`src/rtl/bank_arb_pkg.sv`:
```
// Shared types and constants for the two-port bank request arbiter.
// The grant encoding, the conflict counter width and the round-robin helper live here.
package bank_arb_pkg;

  typedef enum logic {
    GRANT_A = 1'b0,
    GRANT_B = 1'b1
  } grant_t;

  localparam int CONFLICT_CNT_W = 16;

  // Round-robin: a conflict goes to the port that did not win the previous conflict.
  function automatic grant_t other_port(input grant_t last);
    return (last == GRANT_A) ? GRANT_B : GRANT_A;
  endfunction

endpackage

```
`src/rtl/bank_request_arbiter_if.sv`:
```
// Request, memory and read-return signals between two requesters, the arbiter and a dual-port memory.
// The master side holds the requesters and the memory. The slave side is the arbiter.
interface bank_request_arbiter_if #(
  parameter int WIDTH      = 8,
  parameter int ADDR_TOTAL = 5
);
  import bank_arb_pkg::*;

  // Requester side
  logic                  i_valid_a,  i_valid_b;
  logic                  o_ready_a,  o_ready_b;
  logic                  i_we_a,     i_we_b;
  logic [ADDR_TOTAL-1:0] i_addr_a,   i_addr_b;
  logic [WIDTH-1:0]      i_wdata_a,  i_wdata_b;

  // Memory side
  logic                  o_mem_en_a,   o_mem_en_b;
  logic                  o_mem_we_a,   o_mem_we_b;
  logic [ADDR_TOTAL-1:0] o_mem_addr_a, o_mem_addr_b;
  logic [WIDTH-1:0]      o_mem_din_a,  o_mem_din_b;
  logic [WIDTH-1:0]      i_mem_dout_a, i_mem_dout_b;

  // Read return and status
  logic                      o_rvalid_a, o_rvalid_b;
  logic [WIDTH-1:0]          o_rdata_a,  o_rdata_b;
  logic [CONFLICT_CNT_W-1:0] o_conflict_cnt;

  modport master (
    output i_valid_a, i_valid_b, i_we_a, i_we_b,
    output i_addr_a, i_addr_b, i_wdata_a, i_wdata_b,
    output i_mem_dout_a, i_mem_dout_b,
    input  o_ready_a, o_ready_b,
    input  o_mem_en_a, o_mem_en_b, o_mem_we_a, o_mem_we_b,
    input  o_mem_addr_a, o_mem_addr_b, o_mem_din_a, o_mem_din_b,
    input  o_rvalid_a, o_rvalid_b, o_rdata_a, o_rdata_b,
    input  o_conflict_cnt
  );

  modport slave (
    input  i_valid_a, i_valid_b, i_we_a, i_we_b,
    input  i_addr_a, i_addr_b, i_wdata_a, i_wdata_b,
    input  i_mem_dout_a, i_mem_dout_b,
    output o_ready_a, o_ready_b,
    output o_mem_en_a, o_mem_en_b, o_mem_we_a, o_mem_we_b,
    output o_mem_addr_a, o_mem_addr_b, o_mem_din_a, o_mem_din_b,
    output o_rvalid_a, o_rvalid_b, o_rdata_a, o_rdata_b,
    output o_conflict_cnt
  );

endinterface

```
`src/rtl/read_valid_pipe.sv`:
```
// Shift register of DEPTH stages.
// It marks the cycle in which the memory's read data for an accepted read becomes valid.
module read_valid_pipe #(
  parameter int DEPTH = 1
) (
  input  logic i_clk,
  input  logic i_rst_n,
  input  logic i_valid,
  output logic o_valid
);

  logic [DEPTH-1:0] stage;

  // NOTE: sequential state uses non-blocking assignments, so every stage samples the pre-edge value of its predecessor.
  always_ff @(posedge i_clk or negedge i_rst_n) begin
    if (!i_rst_n) begin
      stage <= '0;
    end else begin
      stage[0] <= i_valid;
      for (int i = 1; i < DEPTH; i++) begin
        stage[i] <= stage[i-1];
      end
    end
  end

  assign o_valid = stage[DEPTH-1];

endmodule

```
`src/rtl/bank_request_arbiter.sv`:
```
// Arbitrates two requesters onto the two ports of a multi-bank dual-port memory.
// Same-bank collisions are resolved round-robin. Read-valid is tracked READ_LAT cycles deep per port.
module bank_request_arbiter
  import bank_arb_pkg::*;
#(
  parameter int WIDTH      = 8,
  parameter int ADDR_TOTAL = 5,
  parameter int NUM_BANK   = 4,
  parameter int READ_LAT   = 1
) (
  input logic                   i_clk,
  input logic                   i_rst_n,
  bank_request_arbiter_if.slave bus
);

  localparam int BANK_W = $clog2(NUM_BANK);

  logic [BANK_W-1:0]         bank_a, bank_b;
  logic                      conflict;
  grant_t                    last_grant, grant;
  logic                      ready_a, ready_b;
  logic                      accept_a, accept_b;
  logic                      rvalid_a, rvalid_b;
  logic [CONFLICT_CNT_W-1:0] conflict_cnt;

  // The top address bits select the bank. Each bank is one contiguous block of addresses.
  assign bank_a = bus.i_addr_a[ADDR_TOTAL-1 -: BANK_W];
  assign bank_b = bus.i_addr_b[ADDR_TOTAL-1 -: BANK_W];

  // NOTE: every always_comb output gets a default first, so no path through the block can infer a latch.
  always_comb begin
    conflict = 1'b0;
    grant    = other_port(last_grant);
    ready_a  = 1'b0;
    ready_b  = 1'b0;
    if (i_rst_n) begin
      conflict = bus.i_valid_a & bus.i_valid_b & (bank_a == bank_b);
      ready_a  = ~conflict | (grant == GRANT_A);
      ready_b  = ~conflict | (grant == GRANT_B);
    end
  end

  assign accept_a = bus.i_valid_a & ready_a;
  assign accept_b = bus.i_valid_b & ready_b;

  // Without a conflict, ready is high whether or not valid is. The loser of a conflict keeps its request held.
  assign bus.o_ready_a = ready_a;
  assign bus.o_ready_b = ready_b;

  assign bus.o_mem_en_a   = accept_a;
  assign bus.o_mem_en_b   = accept_b;
  assign bus.o_mem_we_a   = accept_a & bus.i_we_a;
  assign bus.o_mem_we_b   = accept_b & bus.i_we_b;
  assign bus.o_mem_addr_a = bus.i_addr_a;
  assign bus.o_mem_addr_b = bus.i_addr_b;
  assign bus.o_mem_din_a  = bus.i_wdata_a;
  assign bus.o_mem_din_b  = bus.i_wdata_b;

  // Reset presets the pointer to B, so port A wins the first conflict.
  always_ff @(posedge i_clk or negedge i_rst_n) begin
    if (!i_rst_n) begin
      last_grant <= GRANT_B;
    end else if (conflict) begin
      last_grant <= grant;
    end
  end

  always_ff @(posedge i_clk or negedge i_rst_n) begin
    if (!i_rst_n) begin
      conflict_cnt <= '0;
    end else if (conflict && (conflict_cnt != '1)) begin
      conflict_cnt <= conflict_cnt + 1'b1;
    end
  end

  assign bus.o_conflict_cnt = conflict_cnt;

  read_valid_pipe #(.DEPTH(READ_LAT)) u_rvalid_a (
    .i_clk   (i_clk),
    .i_rst_n (i_rst_n),
    .i_valid (accept_a & ~bus.i_we_a),
    .o_valid (rvalid_a)
  );

  read_valid_pipe #(.DEPTH(READ_LAT)) u_rvalid_b (
    .i_clk   (i_clk),
    .i_rst_n (i_rst_n),
    .i_valid (accept_b & ~bus.i_we_b),
    .o_valid (rvalid_b)
  );

  // NOTE: read data is never stored here; it is gated from the memory output, so only the valid bits need a reset.
  assign bus.o_rvalid_a = rvalid_a;
  assign bus.o_rvalid_b = rvalid_b;
  assign bus.o_rdata_a  = rvalid_a ? bus.i_mem_dout_a : '0;
  assign bus.o_rdata_b  = rvalid_b ? bus.i_mem_dout_b : '0;

endmodule

```
`src/flat_wrapper.sv`:
```
// flat-port wrapper written by rule: the top's interface ports become plain ports
module bank_request_arbiter_flat import bank_arb_pkg::*;
#(
  parameter int WIDTH      = 8,
  parameter int ADDR_TOTAL = 5,
  parameter int NUM_BANK   = 4,
  parameter int READ_LAT   = 1
)
  (i_clk, i_rst_n, bus_i_valid_a, bus_i_valid_b, bus_i_we_a, bus_i_we_b, bus_i_addr_a, bus_i_addr_b, bus_i_wdata_a, bus_i_wdata_b, bus_i_mem_dout_a, bus_i_mem_dout_b, bus_o_ready_a, bus_o_ready_b, bus_o_mem_en_a, bus_o_mem_en_b, bus_o_mem_we_a, bus_o_mem_we_b, bus_o_mem_addr_a, bus_o_mem_addr_b, bus_o_mem_din_a, bus_o_mem_din_b, bus_o_rvalid_a, bus_o_rvalid_b, bus_o_rdata_a, bus_o_rdata_b, bus_o_conflict_cnt);
  bank_request_arbiter_if #(.WIDTH(WIDTH), .ADDR_TOTAL(ADDR_TOTAL)) bus_i ();
  input logic i_clk;
  input logic i_rst_n;
  input wire logic [$bits(bus_i.i_valid_a)-1:0] bus_i_valid_a;
  input wire logic [$bits(bus_i.i_valid_b)-1:0] bus_i_valid_b;
  input wire logic [$bits(bus_i.i_we_a)-1:0] bus_i_we_a;
  input wire logic [$bits(bus_i.i_we_b)-1:0] bus_i_we_b;
  input wire logic [$bits(bus_i.i_addr_a)-1:0] bus_i_addr_a;
  input wire logic [$bits(bus_i.i_addr_b)-1:0] bus_i_addr_b;
  input wire logic [$bits(bus_i.i_wdata_a)-1:0] bus_i_wdata_a;
  input wire logic [$bits(bus_i.i_wdata_b)-1:0] bus_i_wdata_b;
  input wire logic [$bits(bus_i.i_mem_dout_a)-1:0] bus_i_mem_dout_a;
  input wire logic [$bits(bus_i.i_mem_dout_b)-1:0] bus_i_mem_dout_b;
  output wire logic [$bits(bus_i.o_ready_a)-1:0] bus_o_ready_a;
  output wire logic [$bits(bus_i.o_ready_b)-1:0] bus_o_ready_b;
  output wire logic [$bits(bus_i.o_mem_en_a)-1:0] bus_o_mem_en_a;
  output wire logic [$bits(bus_i.o_mem_en_b)-1:0] bus_o_mem_en_b;
  output wire logic [$bits(bus_i.o_mem_we_a)-1:0] bus_o_mem_we_a;
  output wire logic [$bits(bus_i.o_mem_we_b)-1:0] bus_o_mem_we_b;
  output wire logic [$bits(bus_i.o_mem_addr_a)-1:0] bus_o_mem_addr_a;
  output wire logic [$bits(bus_i.o_mem_addr_b)-1:0] bus_o_mem_addr_b;
  output wire logic [$bits(bus_i.o_mem_din_a)-1:0] bus_o_mem_din_a;
  output wire logic [$bits(bus_i.o_mem_din_b)-1:0] bus_o_mem_din_b;
  output wire logic [$bits(bus_i.o_rvalid_a)-1:0] bus_o_rvalid_a;
  output wire logic [$bits(bus_i.o_rvalid_b)-1:0] bus_o_rvalid_b;
  output wire logic [$bits(bus_i.o_rdata_a)-1:0] bus_o_rdata_a;
  output wire logic [$bits(bus_i.o_rdata_b)-1:0] bus_o_rdata_b;
  output wire logic [$bits(bus_i.o_conflict_cnt)-1:0] bus_o_conflict_cnt;
  assign bus_i.i_valid_a = bus_i_valid_a;
  assign bus_i.i_valid_b = bus_i_valid_b;
  assign bus_i.i_we_a = bus_i_we_a;
  assign bus_i.i_we_b = bus_i_we_b;
  assign bus_i.i_addr_a = bus_i_addr_a;
  assign bus_i.i_addr_b = bus_i_addr_b;
  assign bus_i.i_wdata_a = bus_i_wdata_a;
  assign bus_i.i_wdata_b = bus_i_wdata_b;
  assign bus_i.i_mem_dout_a = bus_i_mem_dout_a;
  assign bus_i.i_mem_dout_b = bus_i_mem_dout_b;
  assign bus_o_ready_a = bus_i.o_ready_a;
  assign bus_o_ready_b = bus_i.o_ready_b;
  assign bus_o_mem_en_a = bus_i.o_mem_en_a;
  assign bus_o_mem_en_b = bus_i.o_mem_en_b;
  assign bus_o_mem_we_a = bus_i.o_mem_we_a;
  assign bus_o_mem_we_b = bus_i.o_mem_we_b;
  assign bus_o_mem_addr_a = bus_i.o_mem_addr_a;
  assign bus_o_mem_addr_b = bus_i.o_mem_addr_b;
  assign bus_o_mem_din_a = bus_i.o_mem_din_a;
  assign bus_o_mem_din_b = bus_i.o_mem_din_b;
  assign bus_o_rvalid_a = bus_i.o_rvalid_a;
  assign bus_o_rvalid_b = bus_i.o_rvalid_b;
  assign bus_o_rdata_a = bus_i.o_rdata_a;
  assign bus_o_rdata_b = bus_i.o_rdata_b;
  assign bus_o_conflict_cnt = bus_i.o_conflict_cnt;
  bank_request_arbiter #(.WIDTH(WIDTH), .ADDR_TOTAL(ADDR_TOTAL), .NUM_BANK(NUM_BANK), .READ_LAT(READ_LAT)) u_core (.i_clk(i_clk), .i_rst_n(i_rst_n), .bus(bus_i));
endmodule
```
`config.mk`:
```
export PLATFORM = sky130hd
export DESIGN_NAME = bank_request_arbiter_flat
export DESIGN_NICKNAME = d
export VERILOG_FILES = /design/src/rtl/bank_arb_pkg.sv /design/src/rtl/bank_request_arbiter_if.sv /design/src/rtl/read_valid_pipe.sv /design/src/rtl/bank_request_arbiter.sv /design/src/flat_wrapper.sv
export SDC_FILE = /design/constraint.sdc
export NUM_CORES = 1
export LEC_CHECK = 0
export BUFFER_PORTS_ARGS = -buffer_cell sky130_fd_sc_hd__buf_2
export CORE_ASPECT_RATIO = 1.2
export CORE_MARGIN = 4
export CORE_UTILIZATION = 38
export CTS_BUF_LIST = sky130_fd_sc_hd__clkbuf_8
export DETAILED_ROUTE_END_ITERATION = 10
export GPL_TIMING_DRIVEN = 0
export PLACE_DENSITY = 0.92
export SETUP_SLACK_MARGIN = 0.2
export SYNTH_ARGS = -nofsm -noshare
export SYNTH_HDL_FRONTEND = slang
export SYNTH_SLANG_ARGS = --single-unit
```
`constraint.sdc`:
```
create_clock -name i_clk -period 2.1 [get_ports i_clk]
set_input_delay 0.21 -clock i_clk [delete_from_list [all_inputs] [get_ports i_clk]]
set_output_delay 0.21 -clock i_clk [all_outputs]
set_load 0.005 [all_outputs]
```
# Word-level counts from Yosys, hierarchy flattened
# Cells that the tools add are included.
[classes] n_div=0 eq_ne=2 n_lt_le_gt_ge=0 n_shift=0 n_mux=6 n_mul=0 n_addsub=1 reduce_logical=1 bitwise_logic=13
[ops] cell="$add 16x1->16 const B" n=1
[ops] cell="$mux 8" n=2
[ops] cell="$ne 16x16->1 const B" n=1
[ops] cell="$and 1x1->1" n=8
[ops] cell="$mux 1" n=4
[ops] cell="$not 1->1" n=3
[ops] cell="$eq 2x2->1" n=1
[ops] cell="$or 1x1->1" n=2
[ops] cell="$logic_and 1x1->1" n=1
[totals] mem_count=0 output_inout_bits=66 mem_bits_rw=0 word_cells=27 mem_bits_ro=0 reg_bits=19 inputBits=48 latch_bits=0

# Longest topological paths before layout
[logic_depth] depth_word=7 depth_mapped=7 ltp_nobuf=6

# Modules after synthesis
# Synthesis repeated with hierarchy kept, for this count alone.
[hier_totals] cells_unflattened=127 area_unflattened_um2=1307.5
[by_module_without_submodules] mod="bank_request_arbiter" n_inst=1 area_each_um2=1257.5 seq_area_each_um2=426.7 cells_per_inst=125
[by_module_without_submodules] mod="read_valid_pipe" n_inst=2 area_each_um2=25.0 seq_area_each_um2=25.0 cells_per_inst=1

# Worst setup path after synthesis
# OpenSTA, ideal clock, no wires.
[synth_timing] kind="input -> register" from="input port bus_i_addr_b[3]" to="register u_core.conflict_cnt[13] (netlist: u_core.bus.o_conflict_cnt[13])" path_stages=7 slack_ns=0.250 setup_ns=0.079 t_arrival_ns=1.771 path_buffers=2 required_time_ns=2.021 path_cell_list="xor2_1 > or4b_1 > buf_2 > or2_1 > buf_6 > nor4_4 > xor2_1"
[synth_between] elab_chain_cells=4
[synth_rtl] item="start: declaration" line_no="flat_wrapper.sv:18" text="input wire logic [$bits(bus_i.i_addr_b)-1:0] bus_i_addr_b;"
[synth_rtl] item="$eq 2x2->1" line_no="bank_request_arbiter.sv:37" text="conflict = bus.i_valid_a & bus.i_valid_b & (bank_a == bank_b);"
[synth_rtl] item="$and 1x1->1" line_no="bank_request_arbiter.sv:37"
[synth_rtl] item="$mux 1" line_no="bank_request_arbiter.sv:36" text="if (i_rst_n) begin"
[synth_rtl] item="$logic_and 1x1->1" line_no="bank_request_arbiter.sv:71" text="end else if (conflict && (conflict_cnt != '1)) begin"
[synth_rtl] item="end signal: assignment" line_no="bank_request_arbiter.sv:72" text="conflict_cnt <= conflict_cnt + 1'b1;"
[synth_rtl] item="end: declaration" line_no="bank_request_arbiter.sv:24" text="logic [CONFLICT_CNT_W-1:0] conflict_cnt;"
# Every way passes these cells.
# A chain may end at the register's enable or synchronous reset.

# Final worst setup path
[layout_timing] from="register u_core.conflict_cnt[3] (netlist: u_core.bus.o_conflict_cnt[3])" to="register u_core.conflict_cnt[15] (netlist: u_core.bus.o_conflict_cnt[15])"
[layout_between] elab_chain_cells=2 word_cells_on_any_way=3 cone_classes="1 x add/sub; 1 x eq/ne; 1 x reduce/logical"
[layout_rtl] item="parallel branches: the longest is 2 deep, another holds $add 16x1->16"
# Several ways; the timed one is not identified.

==> flow_summary.json <==
{
  "track_usage_pct": 15.9,
  "crit_path_max_incr_delay_ps": 440,
  "tightest_slew_ps": 783,
  "grt_pass1_wl_mm": 5.20,
  "finalClockSkew_ps": 7.71,
  "start_util_pct": 40.2,
  "power_density_mw_per_mm2": 510,
  "required_ps": 2240,
  "start_kind": "register",
  "power_w": 0.000930,
  "synth-edff-count": 0,
  "clock_path_buffers": 2,
  "rsz0062_at_grt": "false",
  "syn_nets": 181,
  "cp_slowest_cell": "dfrtp_1",
  "cts_setup_buffers": 0,
  "finalSetupViolations": 0,
  "ys_seq_elements": 19,
  "post-route-min-period_ps": 1830,
  "syn_area_per_cell_um2": 9.48,
  "synth_common_cells": "buf_4 (26), and2_1 (20), dfrtp_1 (18)",
  "yosysWarningCount": 0,
  "vias_per_cell": 4.70,
  "critical_path.cell_chain": "nand4_1, or2_2, nor3_1, nand3_1, xnor2_1",
  "rows": 22,
  "drive_above_1_share_pct": 55.5,
  "instances_no_fill": 265,
  "wirelength_mm": 3.53,
  "finalSetupTns_ps": 0,
  "ys_seq_area_share_pct": 38.1,
  "drv_cap": 0,
  "final_antenna_net_count": 0,
  "outcome": "completed",
  "synth_area_mm2": 0.00125,
  "endpoint_kind": "register",
  "core_mm2": 0.00311,
  "postSynthCellCount": 132,
  "r2r_slack_ps": 270,
  "drtIter0Drc": 13,
  "htree_num_levels": 1,
  "syn2layout_area_growth_pct": 45.7,
  "slew_viol_final": 0,
  "ir_worst_vdd_mv": 0.426,
  "wl_per_cell_um": 13.3,
  "vias": 1245,
  "post-route-period-util_pct": 87.0,
  "slew_headroom_pct": 47.6,
  "r2r_end": "u_core.bus.o_conflict_cnt[15]",
  "io_buffers": 91,
  "synth.area.top_cells": "dfrtp_1 (36%), buf_4 (16%), and2_1 (10%)",
  "grt_max_degree": 19,
  "grt_pass1_vias": 1155,
  "path_max_fanout": 6,
  "die_h_um": 70.9,
  "busiest_layer": "met2",
  "hold_end": "u_core.u_rvalid_a.o_valid",
  "overflow": 0,
  "async_flop_share_pct": 100,
  "diodes": 0,
  "reg2reg_from": "u_core.bus.o_conflict_cnt[3]",
  "p_leak_nw": 1.07,
  "insertion_delay_ps": 260,
  "worstSetupPathType": "register to register",
  "yosys.cell_count.top_type": "buf_4",
  "dpl.cell_count": 259,
  "grt_util_met3_pct": 3.83,
  "cp.arrival_ps": 1970,
  "max_clock_freq_mhz": 547,
  "layout.nets": 279,
  "antenna_found_initial": 0,
  "synth_top_area_share_pct": 36.0,
  "hpwl_mm": 2.90,
  "clock-sinks": 19,
  "pin_count": 114,
  "die_area_mm2": 0.00428,
  "routabilityCongestion": 0.809,
  "synthFlopType": "dfrtp_1",
  "numCtsBuffers": 3,
  "clk_pin_slew_ps": 70,
  "synth_cell_types": 28,
  "met1_usage_pct": 15.8,
  "cts-root-buf": "clkbuf_8",
  "hold_path.class": "input port to register",
  "worstRegToRegCells": 5,
  "min_from": "bus_i_we_a",
  "grtUsageMet2_pct": 29.8,
  "cts_tree": "built",
  "yosys.area.top_type": "dfrtp_1",
  "hold_depth": 2,
  "fillers": 297,
  "finalHoldViolations": 0,
  "firstDrtPassIters": 4,
  "drc": 0,
  "die_w_um": 60.4
}
how the worst max path moves through the flow:
| stage | startpoint | end | slack [ps] | depth (start not counted) |
|---|---|---|---|---|
| final | u_core.bus.o_conflict_cnt[3] | u_core.bus.o_conflict_cnt[15] | 270 | 5 |
| after global routing | u_core.bus.o_conflict_cnt[3] | u_core.bus.o_conflict_cnt[9] | 210 | 5 |
| after CTS | u_core.bus.o_conflict_cnt[0] | u_core.bus.o_conflict_cnt[11] | 290 | 7 |
| after detailed placement | i_rst_n | u_core.bus.o_conflict_cnt[13] | -50 | 7 |
| after global placement | i_rst_n | u_core.bus.o_conflict_cnt[13] | -20 | 7 |
| after floorplan | bus_i_addr_b[3] | u_core.bus.o_conflict_cnt[13] | 250 | 7 |
routing by layer:
metal,wire length (um),up-vias
li1,-,605
met1,1150,563
met2,1830,68
met3,466,9
met4,86,0
met5,0,-
logic make-up after synthesis:
logic type / share of synthesized area, %
muxes: 0.800
buffers and inverters: 17.5
AOI/OAI and AO/OA: 2.20
DFF: 38.1
adders and majority gates: 1.00
xor gates and xnor gates: 11.2
and+or+nand+nor: 29.2
power by group:
group	internal [W]	leakage, nW	total [W]	switching, W
registers	0.000412	0.252	0.000458	0.0000461
clock network	0.000130	0.0269	0.000249	0.000119
logic	0.000136	0.788	0.000223	0.0000869
total	0.000678	1.07	0.000930	0.000252
critical path: cells and delay by family (launching register included):
kind                      cells  cell delay [ps]
xor gates and xnor gates      1              140
DFF                           1              440
and+or+nand+nor               4             1140
per-stage QoR:
| step | cell area (um^2) | hold WS [ps] | worst slack [ps] | util [%] |
|---|---|---|---|---|
| floorplan | 1250 | -85.6 | 250 | - |
| global placement | 1750 | 182 | -19.4 | 56.3 |
| detailed placement | 1750 | 184 | -47.2 | 56.3 |
| CTS | 1820 | 104 | 286 | 58.4 |
| global route | 1820 | 95.0 | 209 | 58.6 |
| finish | 1820 | 110 | 273 | 58.6 |
layout by cell type, fill, tap and decap left out, types with 2 or more instances in the layout:
master | synthesis | layout
nor2b_1 | 2 | 2
nor2_1 | 4 | 4
nand4_1 | 4 | 4
nand2_1 | 8 | 8
and2_1 | 20 | 20
buf_4 | 26 | 26
o21a_1 | 3 | 3
nor3_1 | 4 | 4
xor2_1 | 8 | 8
xnor2_1 | 8 | 8
dfrtp_1 | 18 | 18
nand3_1 | 9 | 9
and4_1 | 2 | 2
inv_1 | 2 | 3
clkbuf_8 | 0 | 3
dlygate4sd3_1 | 0 | 2
buf_2 | 1 | 92
what timing repair did:
action / CTS / global route
resized for setup: 0 / 1
hold buffers: 2 / 0
setup endpoints to repair: 0 / 5
endpoints found under the hold margin: 18 / 0
state kept, by name (all words and copies together), names as in the netlist:
name / flops
u_core.bus.o_conflict_cnt: 16
u_core.last_grant: 1
u_core.u_rvalid_a.o_valid: 1
u_core.u_rvalid_b.o_valid: 1
layout make-up:
class / instances / area, um^2 / area share, %
Multi-Input combinational cell: 83 / 562 / 30.8
Clock buffer: 3 / 41.3 / 2.26
Clock inverter: 1 / 3.75 / 0.206
Buffer: 28 / 211 / 11.6
Sequential cell: 19 / 477 / 26.1
Timing Repair Buffer: 93 / 475 / 26.1
Inverter: 2 / 7.51 / 0.412
Tap cell: 36 / 45.0 / 2.47
(Power assumes the default switching activity.)
